==> src/rtl/sram_link_master.sv <==
// Host-side initiator for the byte-stream SRAM link: serialises word read/write
// requests into command/data bytes and gathers the 4-byte read response.
module sram_link_master #(
    parameter int TIMEOUT_CYCLES = 65535,
    parameter int TO_W           = 16
) (
    input  logic        clk,
    input  logic        rst_n,
    input  logic        req_valid,
    output logic        req_ready,
    input  logic        req_write,
    input  logic [4:0]  req_addr,
    input  logic [31:0] req_wdata,
    output logic [7:0]  tx_byte,
    output logic        tx_valid,
    input  logic        tx_ready,
    input  logic [7:0]  rx_byte,
    input  logic        rx_valid,
    output logic        rx_ready,
    output logic        rsp_valid,
    output logic [31:0] rsp_rdata,
    output logic        rsp_timeout,
    output logic        wr_done,
    output logic        busy
);

    typedef enum logic [1:0] {IDLE, SEND_CMD, SEND_DATA, WAIT_RD} state_t;

    localparam logic [TO_W-1:0] TO_LAST = TO_W'(TIMEOUT_CYCLES - 1);

    state_t           state_q;
    logic             write_q;
    logic [31:0]      wdata_q;
    logic [1:0]       idx_q;
    logic [TO_W-1:0]  timer_q;
    logic [23:0]      rbuf_q;
    logic [7:0]       tx_byte_q;
    logic             rsp_valid_q;
    logic             rsp_timeout_q;
    logic [31:0]      rsp_rdata_q;
    logic             wr_done_q;

    always_ff @(posedge clk or negedge rst_n) begin
        if (!rst_n) begin
            state_q       <= IDLE;
            write_q       <= 1'b0;
            wdata_q       <= '0;
            idx_q         <= '0;
            timer_q       <= '0;
            rbuf_q        <= '0;
            tx_byte_q     <= '0;
            rsp_valid_q   <= 1'b0;
            rsp_timeout_q <= 1'b0;
            rsp_rdata_q   <= '0;
            wr_done_q     <= 1'b0;
        end else begin
            rsp_valid_q   <= 1'b0;
            rsp_timeout_q <= 1'b0;
            wr_done_q     <= 1'b0;
            case (state_q)
                IDLE: begin
                    if (req_valid) begin
                        write_q   <= req_write;
                        wdata_q   <= req_wdata;
                        tx_byte_q <= {2'b00, ~req_write, req_addr};
                        state_q   <= SEND_CMD;
                    end
                end
                SEND_CMD: begin
                    if (tx_ready) begin
                        idx_q   <= '0;
                        timer_q <= '0;
                        rbuf_q  <= '0;
                        if (write_q) begin
                            // wdata_q is a shift register: its top byte is always the next to send
                            tx_byte_q <= wdata_q[31:24];
                            wdata_q   <= {wdata_q[23:0], 8'h00};
                            state_q   <= SEND_DATA;
                        end else begin
                            tx_byte_q <= '0;
                            state_q   <= WAIT_RD;
                        end
                    end
                end
                SEND_DATA: begin
                    if (tx_ready) begin
                        if (idx_q == 2'd3) begin
                            tx_byte_q <= '0;
                            wr_done_q <= 1'b1;
                            state_q   <= IDLE;
                        end else begin
                            tx_byte_q <= wdata_q[31:24];
                            wdata_q   <= {wdata_q[23:0], 8'h00};
                            idx_q     <= idx_q + 2'd1;
                        end
                    end
                end
                WAIT_RD: begin
                    if (rx_valid) begin
                        timer_q <= '0;
                        if (idx_q == 2'd3) begin
                            rsp_rdata_q <= {rx_byte, rbuf_q};
                            rsp_valid_q <= 1'b1;
                            state_q     <= IDLE;
                        end else begin
                            // bytes arrive LSB first, so shift them in from the top
                            rbuf_q <= {rx_byte, rbuf_q[23:8]};
                            idx_q  <= idx_q + 2'd1;
                        end
                    end else if (timer_q == TO_LAST) begin
                        rsp_rdata_q   <= '0;
                        rsp_valid_q   <= 1'b1;
                        rsp_timeout_q <= 1'b1;
                        state_q       <= IDLE;
                    end else begin
                        timer_q <= timer_q + 1'b1;
                    end
                end
                default: state_q <= IDLE;
            endcase
        end
    end

    // req_ready is forced low while reset is asserted so every output reads 0 in reset
    assign req_ready   = (state_q == IDLE) && rst_n;
    assign tx_valid    = (state_q == SEND_CMD) || (state_q == SEND_DATA);
    assign tx_byte     = tx_byte_q;
    assign rx_ready    = (state_q == WAIT_RD);
    assign busy        = (state_q != IDLE);
    assign rsp_valid   = rsp_valid_q;
    assign rsp_timeout = rsp_timeout_q;
    assign rsp_rdata   = rsp_rdata_q;
    assign wr_done     = wr_done_q;

endmodule
==> config.mk <==
export PLATFORM = sky130hd
export DESIGN_NAME = sram_link_master
export DESIGN_NICKNAME = d
export VERILOG_FILES = /design/src/rtl/sram_link_master.sv
export SDC_FILE = /design/constraint.sdc
export NUM_CORES = 1
export LEC_CHECK = 0
export ABC_CLOCK_PERIOD_IN_PS = 5200
export BUFFER_PORTS_ARGS = -buffer_cell sky130_fd_sc_hd__buf_4
export CAP_MARGIN = 20
export CORE_UTILIZATION = 60
export CTS_CLUSTER_DIAMETER = 100
export DETAILED_ROUTE_END_ITERATION = 10
export HOLD_SLACK_MARGIN = 0.02
export PLACE_DENSITY = 0.9
export SLEW_MARGIN = 20
export SYNTH_ARGS = -nofsm -noshare
export SYNTH_HDL_FRONTEND = slang
export SYNTH_SLANG_ARGS = --single-unit
==> constraint.sdc <==
create_clock -name clk -period 5.2 [get_ports clk]
set_input_delay 0.52 -clock clk [delete_from_list [all_inputs] [get_ports clk]]
set_output_delay 0.52 -clock clk [all_outputs]
set_load 0.02 [all_outputs]
==> results <==
- After detailed routing, the average wire length per cell comes to 16.4 um.
- The share of final-layout standard cells stronger than drive strength 1 is 23.2%.
- Leaving out fill and tap cells, the most frequent cell in the layout is sky130_fd_sc_hd__dfrtp_1.
- The kind of critical path is reg2reg.
- The cts-stage hold buffer count is 0.
- The final layout contains 674 nets.
- The endpoint of the worst setup timing path is wdata_q[16].
- The post-synthesis async set-or-reset flop share is 100%.
- Static timing analysis puts the maximum clock frequency at between 300 and 400 MHz.
- Compared with the post-synthesis result, the final layout area differs by 25.3%.
- The number of nets still failing antenna checks after routing is 0.
- The net load switching power is 1.50 mW.
- During placement, the flow inserted port buffers numbering 97.
- The worst-case headroom to the max-slew limit is 38.5%.
- The final antenna diode count is 0.
- The routed layout has ~4400 vias.
- The global-route total usage across every layer is 28.1%.
- The count of max-cap constraint violations is 0.
- The number of slew-limit violations in the final report is 0.
- The proportion of synthesized chip area in sequential cells is between 50% and 60%.
- Clock tree synthesis selected as its root buffer the cell sky130_fd_sc_hd__clkbuf_8.
- During I/O placement, the number of pins put on the boundary was between 90 and 100.
- The critical path startpoint category is a flop.
- The static leakage is 3.23 nW.
- The floorplan has 34 rows.
- The top cell types in the final layout, fill and taps aside, are sky130_fd_sc_hd__dfrtp_1, sky130_fd_sc_hd__nand2_1, sky130_fd_sc_hd__buf_4, sky130_fd_sc_hd__o21ai_0, sky130_fd_sc_hd__a22o_1.
- The worst vdd rail ir drop is about 0.00041 V.
- At the end of routability-driven placement, the weighted congestion stood at 0.889.
- The remaining design rule violation count is 0.
- The required time of the worst setup path is 5.56 ns.
- The maximum buffer depth of the clock tree is 2.
- For this run, the number of Yosys warnings is 0.
- The pre-antenna-repair detailed-routing pass consisted of 5 iterations.
- The initial utilization of the core area, before any placement, comes to 61.5%.
- Sequential cells burn between 30% and 40% of the power.
- The core box area is between 0.008 and 0.009 mm^2.
- The post-synthesis average cell area is 10.1 um^2.
- Setup repair after global routing left no endpoint under its margin.
- In the final timing run, aggregate negative setup slack is 0 ns.
- The worst min-delay path class is in2async.
- The portion of total power attributed to the clock network is approximately 30%.
- The number of synthesized flops with an enable pin is 0.
- The number of library cell types mapped by synthesis is 41.
- The share of total power consumed by net switching is 37.9%.
- Summing every instance area after synthesis gives 0.00534 mm^2.
- Buffers added to address setup during post-CTS repair amount to 0.
- The area share of the leading cell type in the synthesized netlist is 56.3%.
- Entering global routing, the biggest net connects 71 pins.
- Cell internal power was estimated by the tool at between 2 and 2.5 mW.
- The critical path capture point type is a flop.
- The flow ran to the end, and the final reports show no timing, DRC or antenna violations.
- The die is between 90 and 100 um wide.
- The number of synthesized register bits is 120.
- The combinational power share is around 36%.
- The post-route fraction of the period consumed by the critical path is 60.8%.
- Sorting the synthesized cells by area gives the leading types as sky130_fd_sc_hd__dfrtp_1, sky130_fd_sc_hd__nand2_1, sky130_fd_sc_hd__o21ai_0.
- After clock tree synthesis, the clock-pin slew on the worst setup and hold paths is approximately 0.060 ns.
- The number of instances in the synthesized netlist is 528.
- The minimum setup slack among reg-to-reg paths is 2.04 ns.
- The number of levels in the clock H-tree is 4.
- The most common flop cell mapped by yosys is sky130_fd_sc_hd__dfrtp_1.
- The initial antenna violation count was 0.
- The count of cells along the worst register-to-register path is 7.
- The half-perimeter wire length after detailed placement is 7.53 mm.
- Of all nets on the critical path, the largest fanout is 64.
- The number of clock sinks is 120.
- Setup violations remaining at the end of the flow were counted as 0.
- The worst register-to-register path begins at state_q[1].
- The launch point of the critical path is state_q[1].
- The post-route worst hold slack is 0.00572 ns.
- The initial detailed-routing violation count is 287.
- The TritonCTS clock tree is done.
- The first global-routing pass estimated 19.6 mm of wire.
- The aggregate routed wire length is 12.1 mm.
- Dividing the detail-routed via count by the number of cells gives roughly 5.9.
- The count of final hold-check violations came to 0.
- For this design the ratio of total power to cell area is 592 mW/mm^2.
- The number of buffers created by CTS is 17.
- The die is 96.3 um tall.
- In this run the critical register-to-register path is captured at wdata_q[16].
- The number of nets handed over by synthesis was 586.
- The die covers 0.00927 mm^2.
- The critical path arrival is ~3.5 ns.
- The worst-case clock skew is 0.00847 ns.
- The time the final worst path needs with I/O delays and setup is 3.16 ns.
- At the pin with the least slew margin, the transition time is between 0.9 and 1 ns.
- For this run the aggregate overflow at the end of global routing stands at 0.
- The utilization of the core after routing is between 70% and 80%.
- The biggest area contributor in the post-synthesis netlist is sky130_fd_sc_hd__dfrtp_1.
- The via count of the first global-routing pass is 4081.
- The clock latency of the later-clocked register in the worst-skew pair is 0.52 ns.
- Post-CTS repair changed the size of 0 cells.
==> metrics by stage <==
stage	setup WS, ns	instances	power, mW	area [um^2]
5_1_grt	1.76	737	4.19	6690
3_3_place_gp	2.32	705	2.69	6080
3_5_place_dp	2.13	705	2.76	6080
6_report	2.04	737	3.96	6690
4_1_cts	2.08	737	3.98	6680
2_1_floorplan	3.09	528	2.36	5340
==> how the worst min path moves through the flow <==
stage,to,from
4_1_cts,tx_byte[3],rst_n
5_1_grt,tx_byte[6],rst_n
3_3_place_gp,wdata_q[6],wdata_q[6]
3_5_place_dp,wdata_q[1],wdata_q[1]
6_report,tx_byte[6],rst_n
2_1_floorplan,idx_q[0],rst_n
==> sequential cells by signal (all words and copies together) (netlist names) <==
register / flops
rsp_timeout: 1
rsp_valid: 1
rbuf_q: 24
state_q: 2
wdata_q: 32
wr_done: 1
rsp_rdata: 32
timer_q: 16
write_q: 1
idx_q: 2
tx_byte: 8
==> layout make-up <==
class                      instances  area, um^2
timing repair buffer             100         751
tap                              108         135
inverter                          15        56.3
clock buffer                      17         414
clock inverter                    15         181
fill                             539        1990
multi-input combinational        362        2150
sequential                       120        3000
==> cell usage after synthesis (6+ instances only) <==
cell and n:
sky130_fd_sc_hd__nor3_1 7, sky130_fd_sc_hd__mux2i_1 26, sky130_fd_sc_hd__inv_1 15, sky130_fd_sc_hd__nand2_1 101, sky130_fd_sc_hd__nand3_1 12, sky130_fd_sc_hd__nor2b_1 9, sky130_fd_sc_hd__and3_1 6, sky130_fd_sc_hd__clkbuf_1 22
sky130_fd_sc_hd__nand2b_1 10, sky130_fd_sc_hd__ha_1 7, sky130_fd_sc_hd__a21oi_1 21, sky130_fd_sc_hd__nor2_1 16, sky130_fd_sc_hd__a22o_1 33, sky130_fd_sc_hd__dfrtp_1 120, sky130_fd_sc_hd__o21ai_0 73
==> power by group through the flow <==
stage               Sequential [mW]  Combinational [mW]  Clock [mW]
floorplan                      1.42               0.946           0
global placement               1.36                1.33           0
detailed placement             1.37                1.39           0
CTS                            1.37                1.42        1.19
global route                   1.40                1.57        1.23
finish                         1.37                1.41        1.17
==> kinds of logic (layout without fill, tap and decap cells) <==
kind of cell | Yosys count | in the layout | synth area share (%)
and+or+nand+nor | 182 | 182 | 15.9
AOI/OAI and AO/OA | 144 | 144 | 17.0
buffers and inverters | 46 | 147 | 3.73
adders and majority gates | 7 | 7 | 1.64
muxes | 29 | 29 | 5.51
DFF | 120 | 120 | 56.3
==> metal layers <==
metal | track usage (%) | share of wire, %
met1 | 36.1 | 42
met2 | 46.5 | 51
met3 | 7.42 | 5.7
met4 | 9.44 | 1.5
met5 | 0 | 0
==> critical path, stage by stage, from the launching register on <==
cell and delay, ns:
sky130_fd_sc_hd__dfrtp_1 0.37, sky130_fd_sc_hd__inv_1 0.10, sky130_fd_sc_hd__ha_1 0.30, sky130_fd_sc_hd__o21ba_2 0.26, sky130_fd_sc_hd__nor3_2 0.73, sky130_fd_sc_hd__nand2_2 0.76, sky130_fd_sc_hd__nand2_1 0.34, sky130_fd_sc_hd__o21ai_0 0.13
(Power assumes the default switching activity.)
